### config.mk
export PLATFORM = sky130hd
export DESIGN_NAME = serial_twos_converter_flat
export DESIGN_NICKNAME = d
export VERILOG_FILES = /design/src/rtl/serial_twos_converter_pkg.sv /design/src/rtl/serial_twos_converter_if.sv /design/src/rtl/serial_twos_converter_digit_slice.sv /design/src/rtl/serial_twos_converter.sv /design/src/flat_wrapper.sv
export SDC_FILE = /design/constraint.sdc
export NUM_CORES = 1
export LEC_CHECK = 0
export ABC_AREA = 1
export CORE_MARGIN = 2
export CORE_UTILIZATION = 48
export CTS_CLUSTER_SIZE = 10
export DETAILED_ROUTE_END_ITERATION = 12
export GPL_ROUTABILITY_DRIVEN = 0
export PLACE_DENSITY = 0.74
export SLEW_MARGIN = 10
export SYNTH_ARGS = -nofsm -noshare
export SYNTH_HDL_FRONTEND = slang
export SYNTH_HIERARCHICAL = 1
export SYNTH_SLANG_ARGS = --single-unit
export TNS_END_PERCENT = 1
### constraint.sdc
create_clock -name clk -period 2.59 [get_ports clk]
set_input_delay 0.6475 -clock clk [delete_from_list [all_inputs] [get_ports clk]]
set_output_delay 0.6475 -clock clk [all_outputs]
set_load 0.05 [all_outputs]
### src/rtl/serial_twos_converter_pkg.sv
// Shared definitions for the serial two's-complement converter:
// FSM state encoding and the operation mode codes.
package serial_twos_converter_pkg;

  typedef enum logic [1:0] {
    IDLE = 2'd0,
    RUN  = 2'd1,
    DONE = 2'd2
  } state_t;

  localparam logic [1:0] MODE_PASS = 2'b00;
  localparam logic [1:0] MODE_NEG  = 2'b01;
  localparam logic [1:0] MODE_ABS  = 2'b10;
  localparam logic [1:0] MODE_INV  = 2'b11;

endpackage

### src/rtl/serial_twos_converter_if.sv
// Operand/result bundle of the serial two's-complement converter.
interface serial_twos_converter_if #(
  parameter int WIDTH = 8
);
  // A transfer happens on a rising clk edge where valid && ready are both high.
  // The producer keeps valid and its payload stable until that edge; ready may
  // be high or low in any cycle and is never allowed to depend on a future valid.
  logic             in_valid;
  logic             in_ready;
  logic [WIDTH-1:0] a;
  logic [1:0]       mode;
  logic             out_valid;
  logic             out_ready;
  logic [WIDTH-1:0] y;
  logic             ovf;
  logic             busy;

  modport master (
    output in_valid, a, mode, out_ready,
    input  in_ready, out_valid, y, ovf, busy
  );

  modport slave (
    input  in_valid, a, mode, out_ready,
    output in_ready, out_valid, y, ovf, busy
  );
endinterface

### src/rtl/serial_twos_converter_digit_slice.sv
// One digit of the converter datapath: optional inversion followed by
// carry-in addition, producing a DIGIT-bit result and a carry out.
module twos_digit_slice #(
  parameter int DIGIT = 1
) (
  input  logic [DIGIT-1:0] digit,
  input  logic             invert,
  input  logic             carry_in,
  output logic [DIGIT-1:0] out_digit,
  output logic             carry_out
);

  logic [DIGIT-1:0] operand;
  logic [DIGIT:0]   sum;

  assign operand   = invert ? ~digit : digit;
  assign sum       = {1'b0, operand} + {{DIGIT{1'b0}}, carry_in};
  assign out_digit = sum[DIGIT-1:0];
  assign carry_out = sum[DIGIT];

endmodule

### src/rtl/serial_twos_converter.sv
// Multi-cycle two's-complement converter: pass, negate, abs and ones'
// complement, DIGIT bits per cycle LSB first, with a valid/ready handshake.
module serial_twos_converter
  import serial_twos_converter_pkg::*;
#(
  parameter int WIDTH = 8,
  parameter int DIGIT = 1
) (
  input  logic                     clk,
  input  logic                     rst_n,
  serial_twos_converter_if.slave   bus,
  output state_t                   dbg_state
);

  localparam int NDIG  = WIDTH / DIGIT;
  localparam int CNT_W = (NDIG > 1) ? $clog2(NDIG) : 1;
  localparam logic [WIDTH-1:0] MIN_VAL = {1'b1, {(WIDTH-1){1'b0}}};
  localparam logic [CNT_W-1:0] LAST_CNT = CNT_W'(NDIG - 1);

  if (WIDTH < 2 || (WIDTH % DIGIT) != 0) begin : g_bad_params
    $error("serial_twos_converter: WIDTH must be >= 2 and a multiple of DIGIT");
  end

  state_t           state, state_nx;
  logic [WIDTH-1:0] sh;
  logic             carry;
  logic             invert;
  logic [CNT_W-1:0] cnt;
  logic             ovf_pend;
  logic [WIDTH-1:0] y_q;
  logic             ovf_q;
  logic             armed;
  logic             accept;
  logic [DIGIT-1:0] out_digit;
  logic             carry_out;
  logic [WIDTH-1:0] sh_nx;

  twos_digit_slice #(.DIGIT(DIGIT)) u_slice (
    .digit     (sh[DIGIT-1:0]),
    .invert    (invert),
    .carry_in  (carry),
    .out_digit (out_digit),
    .carry_out (carry_out)
  );

  // Operand bits leave at the LSB end while result digits enter at the MSB
  // end, so one register holds both; after NDIG shifts it is the result.
  assign sh_nx = (sh >> DIGIT) | (WIDTH'(out_digit) << (WIDTH - DIGIT));

  always_comb begin
    state_nx = state;
    accept   = 1'b0;
    case (state)
      IDLE: begin
        if (bus.in_valid && armed) begin
          accept   = 1'b1;
          state_nx = RUN;
        end
      end
      RUN: begin
        if (cnt == LAST_CNT) state_nx = DONE;
      end
      DONE: begin
        if (bus.out_ready) state_nx = IDLE;
      end
      default: state_nx = IDLE;
    endcase
  end

  // armed keeps in_ready low until the first edge after reset release.
  always_ff @(posedge clk or negedge rst_n) begin
    if (!rst_n) begin
      state    <= IDLE;
      armed    <= 1'b0;
      sh       <= '0;
      carry    <= 1'b0;
      invert   <= 1'b0;
      cnt      <= '0;
      ovf_pend <= 1'b0;
      y_q      <= '0;
      ovf_q    <= 1'b0;
    end else begin
      armed <= 1'b1;
      state <= state_nx;
      if (accept) begin
        sh       <= bus.a;
        cnt      <= '0;
        ovf_pend <= ((bus.mode == MODE_NEG) || (bus.mode == MODE_ABS)) &&
                    (bus.a == MIN_VAL);
        case (bus.mode)
          MODE_NEG: begin carry <= 1'b1;           invert <= 1'b1;           end
          MODE_ABS: begin carry <= bus.a[WIDTH-1]; invert <= bus.a[WIDTH-1]; end
          MODE_INV: begin carry <= 1'b0;           invert <= 1'b1;           end
          default:  begin carry <= 1'b0;           invert <= 1'b0;           end
        endcase
      end else if (state == RUN) begin
        sh    <= sh_nx;
        carry <= carry_out;
        cnt   <= cnt + CNT_W'(1);
        if (state_nx == DONE) begin
          y_q   <= sh_nx;
          ovf_q <= ovf_pend;
        end
      end
    end
  end

  assign bus.in_ready  = (state == IDLE) && armed;
  assign bus.out_valid = (state == DONE);
  assign bus.busy      = (state == RUN);
  assign bus.y         = y_q;
  assign bus.ovf       = ovf_q;
  assign dbg_state     = state;

endmodule
### src/flat_wrapper.sv
// flat-port wrapper written by rule: the top's interface ports become plain ports
module serial_twos_converter_flat import serial_twos_converter_pkg::*;
#(
  parameter int WIDTH = 8,
  parameter int DIGIT = 1
)
  (clk, rst_n, dbg_state, bus_in_valid, bus_a, bus_mode, bus_out_ready, bus_in_ready, bus_out_valid, bus_y, bus_ovf, bus_busy);
  serial_twos_converter_if #(.WIDTH(WIDTH)) bus_i ();
  input  logic clk;
  input  logic rst_n;
  output state_t dbg_state;
  input wire logic [$bits(bus_i.in_valid)-1:0] bus_in_valid;
  input wire logic [$bits(bus_i.a)-1:0] bus_a;
  input wire logic [$bits(bus_i.mode)-1:0] bus_mode;
  input wire logic [$bits(bus_i.out_ready)-1:0] bus_out_ready;
  output wire logic [$bits(bus_i.in_ready)-1:0] bus_in_ready;
  output wire logic [$bits(bus_i.out_valid)-1:0] bus_out_valid;
  output wire logic [$bits(bus_i.y)-1:0] bus_y;
  output wire logic [$bits(bus_i.ovf)-1:0] bus_ovf;
  output wire logic [$bits(bus_i.busy)-1:0] bus_busy;
  assign bus_i.in_valid = bus_in_valid;
  assign bus_i.a = bus_a;
  assign bus_i.mode = bus_mode;
  assign bus_i.out_ready = bus_out_ready;
  assign bus_in_ready = bus_i.in_ready;
  assign bus_out_valid = bus_i.out_valid;
  assign bus_y = bus_i.y;
  assign bus_ovf = bus_i.ovf;
  assign bus_busy = bus_i.busy;
  serial_twos_converter #(.WIDTH(WIDTH), .DIGIT(DIGIT)) u_core (.clk(clk), .rst_n(rst_n), .bus(bus_i), .dbg_state(dbg_state));
endmodule
Yosys cells after proc, flatten, opt, wreduce, memory -nomap -nowiden:

Cells that the tools add are included.
W data, S select, Z words.

* register bits after elaboration: 26
* input port bits: 14
* output and inout port bits: 14
* word-level logic and storage cells: 45

* add/sub/neg operators: 2
* equal/unequal tests: 8
* multiplexer cells: 15
* bitwise logic cells: 3
* reductions and logical operators: 8

Operator list (number)
* $mux W8: 2
* $eq A2 B2 Y1 const B: 4
* $eq A8 B8 Y1 const B: 1
* $or A7 B8 Y8: 1
* $mux W2: 3
* $mux W3: 2
* $pmux W2 S3: 1
* $mux W1: 5
* $eq A2 B1 Y1 const B: 2
* $pmux W1 S2: 2
* $add A3 B1 Y3 const B: 1
* $eq A3 B3 Y1 const B: 1
* $logic_and A1 B1 Y1: 3
* $reduce_and A3 Y1: 1
* $add A1 B1 Y2: 1
* $logic_not A2 Y1: 1
* $not A1 Y1: 2
* $reduce_bool A2 Y1: 1
* $reduce_or A2 Y1: 1
* $logic_or A1 B1 Y1: 1

Depth between registers and ports, before layout:

* depth after elaboration: 6
* depth in mapped cells: 8
* gate-level depth less buffers: 8

Modules after synthesis:

The synthesis kept the hierarchy.

Modules (own cells, without submodules)
* serial_twos_converter: times used 1, cells each 149, area an instance 1241.2 um^2, sequential area each 650.6 um^2
* twos_digit_slice: times used 1, cells each 6, area an instance 31.3 um^2, sequential area each 0.0 um^2

Worst setup path before layout:

No wires, ideal clock.

* kind: register to output
* start: register u_core.state[1] (netlist: u_core/dbg_state[1])
* end: output port bus_in_ready
* arrival: 1.444 ns
* data required time: 1.942 ns
* slack: 0.498 ns
* stages on the path, launching flop included: 4
* path buffers: 0
* cells stage by stage: dfrtp_1 inv_1 nand2_1 nor2_1

* cells in the longest elaborated chain, start to end: 2

RTL lines
* start: declaration: line serial_twos_converter.sv:24 `state_t state, state_nx;`
* start signal: assignment: line serial_twos_converter.sv:84 `state <= state_nx;`
* $logic_not A2 Y1: line serial_twos_converter.sv:108 `assign bus.in_ready = (state == IDLE) && armed;`
* $logic_and A1 B1 Y1: line serial_twos_converter.sv:108
* end: declaration: line flat_wrapper.sv:16 `output wire logic [$bits(bus_i.in_ready)-1:0] bus_in_ready;`

No other way between the ends.

Final worst setup path:

Ends and elaborated chain as after synthesis.

==> results.toml <==
[status]
status = "complete, no violations"

[sta]
relSlewSlack_pct = 65.8
slew_viol_final = 0
period_share_pct = 96.6
finClkSkew_ps = 8.08
worst_pin_slew_ps = 512
holdWs_ps = 490
period_minus_slack_ps = 2500
hold_viol_final = 0
rsz0062_at_grt = "no"
tns_ps = 0
fmax_mhz = 400
setup_viol = 0

[job]
maxCapViolCount = 0

[cells_and_area]
post-route-cell-area_mm2 = 0.00157
final_cell_mix = "nand2_1, nand3_1, clkdlybuf4s50_1, dfrtp_1, inv_1"
utilization_pct = 62.9
area_delta_synth_final_pct = 23.5
layout_commonest_cell = "nand2_1"
drive_above_1_share_pct = 5.00
nets = 202
diodes = 0
fillers = 225

[global_route]
grt_pass1_vias = 1092
grt_max_degree = 27
top_usage_layer = "met2"
grt_usage_pct = 18.4
met3_usage_pct = 2.81
grt_first_pass_wirelength_um = 4520
met1_usage_pct = 21.4
antenna_found_initial = 0
grt-ovfl-total = 0
grt_use_met2_pct = 32.3

[worst_setup_path]
crit_family = "buffers and inverters"
end_kind = "output pin"
r2r_cells = 6
cp_cell_sequence = "inv_1 > nand2_1 > nor2_1 > clkdlybuf4s50_1"
arrival_ps = 1850
start_kind = "flop"
max_stage_delay_ps = 820
cp_max_fo = 4
cp.depth = 4
cp.required_ps = 1940
crit_path_top_delay_cell = "clkdlybuf4s50_1"
critPathBufInv = 2
crit_type = "flop to output pin"

[floorplanning]
core.rowCount = 18
fp.dieW_um = 55.5
die_y_um = 55.5
io_pins = 28
die_area_mm2 = 0.00308
start_util_pct = 50.9
core-area_mm2 = 0.00250

[cts]
clk_latency_ps = 330
cts_hold_buf = 0
cts_root_buf = "clkbuf_4"
htreeDepth = 1
clockBufferDepth = 2
ctsResizeCount = 0
clock_sinks = 26
cts_setup_buffers = 0
numCtsBuffers = 3
cts.clk_slew.worst_paths_ps = 130
cts_tree = "done"

[route]
drtPass1Iterations = 5
drc = 0
vias_per_cell = 5.07
vias = 1065
drtIter0Drc = 22
ant_nets = 0
wire_per_inst_um = 12.3
totalWireLength_um = 2580

[pwr]
p_sw_share_pct = 47.6
internal_power_mw = 0.992
power.share.clock_pct = 10.9
power.switching_mw = 0.900
cellPowerDensity_mw_per_mm2 = 1200
pwr-share-seq_pct = 36.8
combPwrFrac_pct = 52.3
power_leakage_nw = 0.819
vdd_ir_drop_max_v = 0.000729

[place]
dpl_cell_area_mm2 = 0.00154
portBuffers = 27
hpwl_um = 1880

[yosys]
synth_nets = 176
yosys_warnings = 6
yosysTopAreaCellShare_pct = 51.1
synthCells = 155
netlist_area_mm2 = 0.00127
yosysSeqAreaShare_pct = 51.1
yosys.area.top_type = "dfrtp_1"
synth_area_per_cell_um2 = 8.21
ys_seq_elements = 26
synthTopCellsByArea = "dfrtp_1, nand2_1, nand3_1, ha_1, inv_1"
netlist-cell-type-count = 15

[min_path]
hold_path_class = "flop to flop"
holdPathStages = 2
-- power groups by stage --
stage | registers, mW | clock network (mW) | logic, mW
2_1_floorplan | 0.950 | 0 | 0.478
3_3_place_gp | 0.695 | 0 | 0.970
3_5_place_dp | 0.705 | 0 | 0.994
4_1_cts | 0.695 | 0.212 | 0.996
5_1_grt | 0.722 | 0.224 | 1.08
6_report | 0.696 | 0.206 | 0.990
-- final timing paths --
kind | endpoint | startpoint | slack [ps]
max | bus_in_ready | u_core/dbg_state[1] | 90
min | u_core/bus.y[7] | u_core/bus.y[7] | 490
max reg2reg | u_core/bus.ovf | u_core/dbg_state[1] | 910
min reg2reg | u_core/bus.y[7] | u_core/bus.y[7] | 490
max in group asynchronous | u_core/sh[1] | rst_n | 1670
min in group asynchronous | u_core/cnt[0] | rst_n | 670
-- metal layers --
metal | wire (um) | share of wire [%]
met1 | 1190 | 46
met2 | 1250 | 48
met3 | 83 | 3.2
met4 | 57 | 2.2
met5 | 0 | 0
-- cell usage after synthesis (all sizes together) --
master	number
dfrtp	26
buf	7
nand3	29
a21oi	2
nor2	10
conb	1
o21ai	3
inv	13
nand2	56
xor2	1
ha	7
-- worst min-delay path, delay by kind of cell, from the launching register on --
family | cells | cell delay, ps
DFF | 1 | 370
and+or+nand+nor | 2 | 100
-- through the flow --
stage	total power, mW	std cells	setup slack [ps]
after floorplan	1.43	155	498
after global placement	1.66	206	538
after detailed placement	1.70	206	462
after CTS	1.90	210	87.9
after global routing	2.03	210	32.8
final	1.89	210	88.4
-- state kept, by name, indices dropped and copies added (netlist names) --
register	flops
u_core/bus.ovf	1
u_core/sh	8
u_core/dbg_state	2
u_core/armed	1
u_core/invert	1
u_core/carry	1
u_core/cnt	3
u_core/ovf_pend	1
u_core/bus.y	8
-- cells by family (layout without fill, tap and decap cells) --
group / count (synthesis) / in the layout / synth area share, %
buf+inv: 20 / 45 / 7.77
fa+ha+maj: 7 / 7 / 6.88
compound gates: 5 / 5 / 1.97
flops: 26 / 26 / 51.1
simple gates: 95 / 95 / 31.3
xor+xnor: 1 / 1 / 0.688
other cells: 1 / 1 / 0.295
-- layout make-up --
| class | count | area [um^2] | area share [%] |
|---|---|---|---|
| Sequential cell | 26 | 651 | 41.4 |
| Multi-Input combinational cell | 109 | 523 | 33.3 |
| Timing Repair Buffer | 28 | 275 | 17.5 |
| Inverter | 13 | 48.8 | 3.11 |
| Tap cell | 30 | 37.5 | 2.39 |
| Clock buffer | 4 | 36.3 | 2.31 |
Note: power is estimated with default switching activity, not from simulation.
